===== src/rtl/alarm_bank.sv =====
// Multi-channel HH:MM alarm unit for the 24-hour BCD clock.
// Fires on the exact minute boundary and runs a ring / snooze / timeout sequence.
module alarm_bank #(
    parameter int NUM_CH     = 4,
    parameter int SNOOZE_MIN = 5,
    parameter int RING_SEC   = 60,
    parameter int MAX_SNOOZE = 3
) (
    input  logic              clk,
    input  logic              reset,
    input  logic              tick_1s,
    input  logic [3:0]        cur_h10,
    input  logic [3:0]        cur_h1,
    input  logic [3:0]        cur_m10,
    input  logic [3:0]        cur_m1,
    input  logic [3:0]        cur_s10,
    input  logic [3:0]        cur_s1,
    input  logic              wr_en,
    input  logic [2:0]        wr_ch,
    input  logic [15:0]       wr_time,
    input  logic              tog_en,
    input  logic              snooze,
    input  logic              stop,
    output logic              ring,
    output logic [2:0]        ring_ch,
    output logic              snoozing,
    output logic [NUM_CH-1:0] armed,
    output logic [1:0]        snz_cnt
);

    localparam logic [7:0] RING_LOAD   = 8'(RING_SEC);
    localparam logic [9:0] SNOOZE_LOAD = 10'(SNOOZE_MIN * 60);
    localparam logic [1:0] SNOOZE_LIM  = 2'(MAX_SNOOZE);

    typedef enum logic [1:0] {
        ST_IDLE,
        ST_RING,
        ST_SNOOZE
    } state_t;

    state_t      state;
    logic [15:0] alarm_time [NUM_CH];
    logic [7:0]  ring_ctr;
    logic [9:0]  snz_ctr;

    logic [NUM_CH-1:0] match;
    logic              hit_any;
    logic [2:0]        hit_idx;
    logic [15:0]       cur_hm;
    logic              sec_zero;
    logic              abort;

    assign cur_hm   = {cur_h10, cur_h1, cur_m10, cur_m1};
    assign sec_zero = tick_1s && (cur_s10 == 4'd0) && (cur_s1 == 4'd0);

    // A single tick at ss=00 means each channel can match only once per minute.
    always_comb begin
        for (int c = 0; c < NUM_CH; c++) begin
            match[c] = sec_zero && armed[c] && (cur_hm == alarm_time[c]);
        end
    end

    // Lowest-index channel wins when several match on the same tick.
    always_comb begin
        hit_any = 1'b0;
        hit_idx = 3'd0;
        for (int c = NUM_CH - 1; c >= 0; c--) begin
            if (match[c]) begin
                hit_any = 1'b1;
                hit_idx = 3'(c);
            end
        end
    end

    // Any write or toggle aimed at the active channel cancels the current firing.
    assign abort = (wr_en || tog_en) && (wr_ch == ring_ch);

    // Out-of-range channel numbers never compare equal to a loop index, so they are ignored.
    always_ff @(posedge clk) begin
        if (reset) begin
            armed <= '0;
            for (int c = 0; c < NUM_CH; c++) begin
                alarm_time[c] <= 16'h0000;
            end
        end else begin
            for (int c = 0; c < NUM_CH; c++) begin
                if (wr_en && (wr_ch == 3'(c))) begin
                    alarm_time[c] <= wr_time;
                end
                if (tog_en && (wr_ch == 3'(c))) begin
                    armed[c] <= ~armed[c];
                end
            end
        end
    end

    always_ff @(posedge clk) begin
        if (reset) begin
            state    <= ST_IDLE;
            ring     <= 1'b0;
            ring_ch  <= 3'd0;
            snoozing <= 1'b0;
            snz_cnt  <= 2'd0;
            ring_ctr <= 8'd0;
            snz_ctr  <= 10'd0;
        end else begin
            case (state)
                ST_IDLE: begin
                    ring     <= 1'b0;
                    snoozing <= 1'b0;
                    snz_cnt  <= 2'd0;
                    if (hit_any) begin
                        state    <= ST_RING;
                        ring     <= 1'b1;
                        ring_ch  <= hit_idx;
                        ring_ctr <= RING_LOAD;
                    end
                end

                // Keys take priority over a coincident tick; the counter holds.
                ST_RING: begin
                    if (abort || stop || (snooze && (snz_cnt == SNOOZE_LIM))) begin
                        state    <= ST_IDLE;
                        ring     <= 1'b0;
                        snoozing <= 1'b0;
                        snz_cnt  <= 2'd0;
                    end else if (snooze) begin
                        state    <= ST_SNOOZE;
                        ring     <= 1'b0;
                        snoozing <= 1'b1;
                        snz_cnt  <= snz_cnt + 2'd1;
                        snz_ctr  <= SNOOZE_LOAD;
                    end else if (tick_1s) begin
                        ring_ctr <= ring_ctr - 8'd1;
                        if (ring_ctr == 8'd1) begin
                            state    <= ST_IDLE;
                            ring     <= 1'b0;
                            snoozing <= 1'b0;
                            snz_cnt  <= 2'd0;
                        end
                    end
                end

                ST_SNOOZE: begin
                    if (abort || stop) begin
                        state    <= ST_IDLE;
                        ring     <= 1'b0;
                        snoozing <= 1'b0;
                        snz_cnt  <= 2'd0;
                    end else if (tick_1s) begin
                        snz_ctr <= snz_ctr - 10'd1;
                        if (snz_ctr == 10'd1) begin
                            state    <= ST_RING;
                            ring     <= 1'b1;
                            snoozing <= 1'b0;
                            ring_ctr <= RING_LOAD;
                        end
                    end
                end

                default: begin
                    state    <= ST_IDLE;
                    ring     <= 1'b0;
                    snoozing <= 1'b0;
                    snz_cnt  <= 2'd0;
                end
            endcase
        end
    end

endmodule


===== config.mk =====
export PLATFORM = sky130hd
export DESIGN_NAME = alarm_bank
export DESIGN_NICKNAME = d
export VERILOG_FILES = /design/src/rtl/alarm_bank.sv
export SDC_FILE = /design/constraint.sdc
export NUM_CORES = 1
export LEC_CHECK = 0
export ABC_AREA = 1
export CAP_MARGIN = 20
export CORE_UTILIZATION = 56
export DETAILED_ROUTE_END_ITERATION = 8
export MAX_ROUTING_LAYER = met4
export PLACE_DENSITY_LB_ADDON = 0.12
export RECOVER_POWER = 100
export SKIP_LAST_GASP = 1
export SLEW_MARGIN = 20
export SYNTH_ARGS = -nofsm -noshare
export SYNTH_HDL_FRONTEND = slang
export SYNTH_SLANG_ARGS = --single-unit

===== constraint.sdc =====
create_clock -name clk -period 2.8 [get_ports clk]
set_clock_uncertainty 0.2 [all_clocks]
set_input_delay 0.56 -clock clk [delete_from_list [all_inputs] [get_ports clk]]
set_output_delay 0.56 -clock clk [all_outputs]
set_load 0.01 [all_outputs]

### After elaboration in Yosys (flattened, before gate mapping)

Memory sizes are Yosys's and may differ from the RTL's.
Cells that the tools add are included.

* flip-flop bits (word level): 31
* logic and storage cells: 151
* bits in writable memories: 64
* memories kept: 1
* input bits: 50
* output and inout bits: 11

Memory list
* alarm_time: words 4, bits a word 16, read ports 4, clocked after memory_dff 0, wr ports 4, RTL line 42 `logic [15:0] alarm_time [NUM_CH];`

* bitwise gates (word level): 8
* reductions and logical operators: 35
* equality and inequality tests: 26
* multiplexer cells: 67
* add/sub/neg operators: 3

Operators by type and width (number)
* $eq 16x16->1: 4
* $mux 16: 4
* $mux 8: 7
* $mux 10: 4
* $mux 1: 31
* $mux 2: 12
* $pmux 8 s3: 1
* $logic_and 1x1->1: 20
* $pmux 10 s2: 1
* $ne 2x2->1 const B: 9
* $eq 10x1->1 const B: 1
* $reduce_and 5->1: 2
* $sub 10x1->10 const B: 1
* $mux 3: 3
* $eq 8x1->1 const B: 1
* $logic_not 4->1: 2
* $ne 4x4->1 const B: 2
* $reduce_and 8->1: 1
* $sub 8x1->8 const B: 1
* $eq 3x2->1 const B: 2
* $ne 3x3->1 const B: 2
* $pmux 2 s3: 1
* $eq 2x2->1 const B: 2
* $not 1->1: 4
* 16 further kinds: 21

### Longest topological paths before layout

* depth after elaboration: 11
* mapped depth: 14
* mapped depth without buffers: 13

### Worst setup path after synthesis

Ideal clock, no wire load.

* path type: input-to-reg
* start: input port wr_ch[1]
* end: memory alarm_time[1][0] (enable)
* library setup time: 411 ps
* data required time: 2189 ps
* stages on the path: 3
* buffers on the path: 0
* arrival: 1947 ps
* path slack: 242 ps
* cell sequence: inv_1 > nand3b_1 > o21ai_0

RTL lines
* start: declaration: RTL line 19 `input logic [2:0] wr_ch,`
* end: declaration: RTL line 42

==> results_dict.tcl <==
set metrics [dict create \
    drc 6 \
    slowest_stage "dlygate4sd3_1" \
    hpwlAfterDp_mm 9.384 \
    fmax_ghz 0.3947 \
    violations "DRC" \
    grt-busiest-layer "met2" \
    cts_setup_buffers 0 \
    n_fill_cell 753 \
    grtUsageTotal_pct 28.40 \
    nets 813 \
    grtUsageMet1_pct 38.18 \
    required_ns 2.67 \
    drtIter0Drc 331 \
    startpoint_type "input port" \
    worst_ep_arrival_time_ns 2.41 \
    crit_family "buffers and inverters" \
    ys_ff_latch 94 \
    cts_hold_buf 0 \
    yosysWarnings 0 \
    finalHoldWorstSlack_ns 0.2692 \
    cts_tree "yes" \
    relSlewSlack_pct 35.11 \
    setup_viol 0 \
    power_frac_clock_pct 31.1 \
    critPathBufInv 3 \
    p_seq_share_pct 57.1 \
    worstPathCellList "dlygate4sd3_1 -> inv_1 -> nand3b_1 -> nor2_1 -> nand2_1 -> clkbuf_1 -> nor2_1" \
    grt_pass1_vias 4454 \
    swShare_pct 24.73 \
    htreeDepth 3 \
    viasPerCell 5.275 \
    cts.clk_slew.worst_paths_ns 0.08 \
    synth_cells 687 \
    die_h_um 98.34 \
    wl_per_cell_um 14.62 \
    synth-seq-area-share_pct 48.53 \
    worst_pin_slew_ns 0.9734 \
    grt_util_met3_pct 3.794 \
    fp.coreArea_um2 8848 \
    dr.pass1.iters 9 \
    async_flop_share_pct 0 \
    start_util_pct 58.74 \
    status "complete, but fails checks" \
    crit_top_cell "nor2_1" \
    avgSynthCellArea_um2 7.565 \
    layout_commonest_cell "nand2_1" \
    grt_pass1_wl_mm 20.60 \
    port_buffers 59 \
    slew_violations 0 \
    gp_congestion 1.010 \
    syn2layout_area_growth_pct 17.33 \
    p_per_area_nw_per_um2 453.7 \
    cp_slowest_stage_delay_ns 0.68 \
    totalWireLength_mm 12.72 \
    seq_area_um2 2522 \
    die_w_um 98.34 \
    p_comb_share_pct 11.8 \
    fp.dieArea_um2 9671 \
    fp-row-count 34 \
    antennaDiodeCount 0 \
    synth_cell_types 40 \
    power_switching_mw 0.6843 \
    multi_input_area_um2 2241 \
    placed_cells 855 \
    setup_tns_ns 0 \
    internal-power_mw 2.083 \
    syn_nets 742 \
    path_class "input port to flop" \
    synth_area_um2 5197 \
    hold_path_class "flop to flop" \
    clock_sinks 94 \
    drive_above_1_share_pct 5.774 \
    power_leakage_nw 2.758 \
    antenna_found_initial 0 \
    rsz0062_at_grt "no" \
    grt_max_degree 17 \
    grt_overflow 0 \
    worstSkewPairLatency_ns 0.36 \
    finalHoldViolations 0 \
    io_pins 61 \
    synthFlopType "edfxtp_1" \
    instances_no_fill 870 \
    final_cell_mix "nand2_1, nor2_1, inv_1, edfxtp_1, clkdlybuf4s50_1" \
    period_needed_ns 2.534 \
    synth_edf_count 64 \
    cts_buffer_depth 2 \
    reg2reg_from "state[1]" \
    cap_viol_max_count 0 \
    ant_nets 0 \
    ir_drop_uv 301.9 \
    vias 4589 \
    finalCritPeriodShare_pct 90.49 \
    worstHoldStart "snz_ctr[7]" \
    cts_resized 0 \
    worstSetupStartpoint "wr_ch[1]" \
    endpoint_kind "flop" \
    cp_max_fo 16 \
    met2_usage_pct 43.61 \
    numCtsBuffers 9 \
    cts-root-buf "clkbuf_8" \
]
## registers in the layout (all words and copies together) (netlist names)
signal / cells
alarm_time: 64
snoozing: 1
ring_ctr: 8
ring_ch: 2
ring: 1
snz_cnt: 2
armed: 4
state: 2
snz_ctr: 10
## per-stage QoR
stage                     setup slack, ns  power [mW]  utilization (%)  instance area [um2]
after detailed placement          0.08297       1.938            67.28                 5953
after floorplan                    0.2417       1.773                -                 5197
final                              0.2664       2.767            68.92                 6098
after global placement             0.1603       1.931            67.28                 5953
after global routing               0.1552       2.865            68.92                 6098
after CTS                          0.4828       2.775            69.29                 6131
## power by group through the flow
stage | Combinational (mW) | Sequential (mW) | Clock [mW]
3_3_place_gp | 0.322 | 1.61 | 0
3_5_place_dp | 0.328 | 1.61 | 0
5_1_grt | 0.362 | 1.59 | 0.915
2_1_floorplan | 0.172 | 1.60 | 0
6_report | 0.328 | 1.58 | 0.860
4_1_cts | 0.330 | 1.58 | 0.867
## metal layers
metal | part of all wire [%] | vias to the layer above | routed length, um
met5 | 0 | - | 0
met4 | 2.3 | 0 | 291
met3 | 7.5 | 28 | 950
met2 | 45 | 188 | 5717
met1 | 45 | 2076 | 5761
li1 | - | 2297 | -
## path summary, 6_finish.rpt
| kind | slack (ns) | end | cells after the start |
|---|---|---|---|
| setup / recovery | 0.27 | alarm_time[1][0] | 7 |
| hold / removal | 0.27 | snz_ctr[7] | 2 |
| setup reg to reg | 0.66 | snz_ctr[4] | 10 |
| hold reg to reg | 0.27 | snz_ctr[7] | 2 |
## worst register-to-register path, delay by kind of cell, from the launching register on
family | cells | cell delay (ns)
and+or+nand+nor | 5 | 0.89
DFF | 1 | 0.45
buffers and inverters | 3 | 0.35
AOI/OAI and AO/OA | 2 | 0.19
## synthesized netlist by cell type, types with 6 or more instances
cell type  count  area share, %
nand2_1      167             12
nor2_1       150             11
inv_1         92            6.6
edfxtp_1      64             37
nand3_1       40            3.9
dfxtp_1       30             12
o21ai_0       30            2.9
a21oi_1       23            2.2
xnor2_1       16            2.7
xor2_1         9            1.5
inv_2          6           0.43
or2_2          6           0.72
## final cells by class
class	instances	share of cell area, %
Timing Repair Buffer	70	10.63
Tap cell	108	2.216
Clock buffer	9	2.031
Clock inverter	6	0.8822
Multi-Input combinational cell	484	36.75
Inverter	99	6.135
Sequential cell	94	41.36
## cells by family after synthesis
| group | count (synthesis) | share of synthesized area [%] |
|---|---|---|
| xor gates and xnor gates | 25 | 4.213 |
| adders and majority gates | 5 | 1.204 |
| other | 1 | 0.07215 |
| buffers and inverters | 109 | 8.209 |
| and+or+nand+nor | 390 | 31.25 |
| AOI/OAI and AO/OA | 63 | 6.524 |
| DFF | 94 | 48.53 |
No activity file was read; power rests on OpenSTA's default activity.
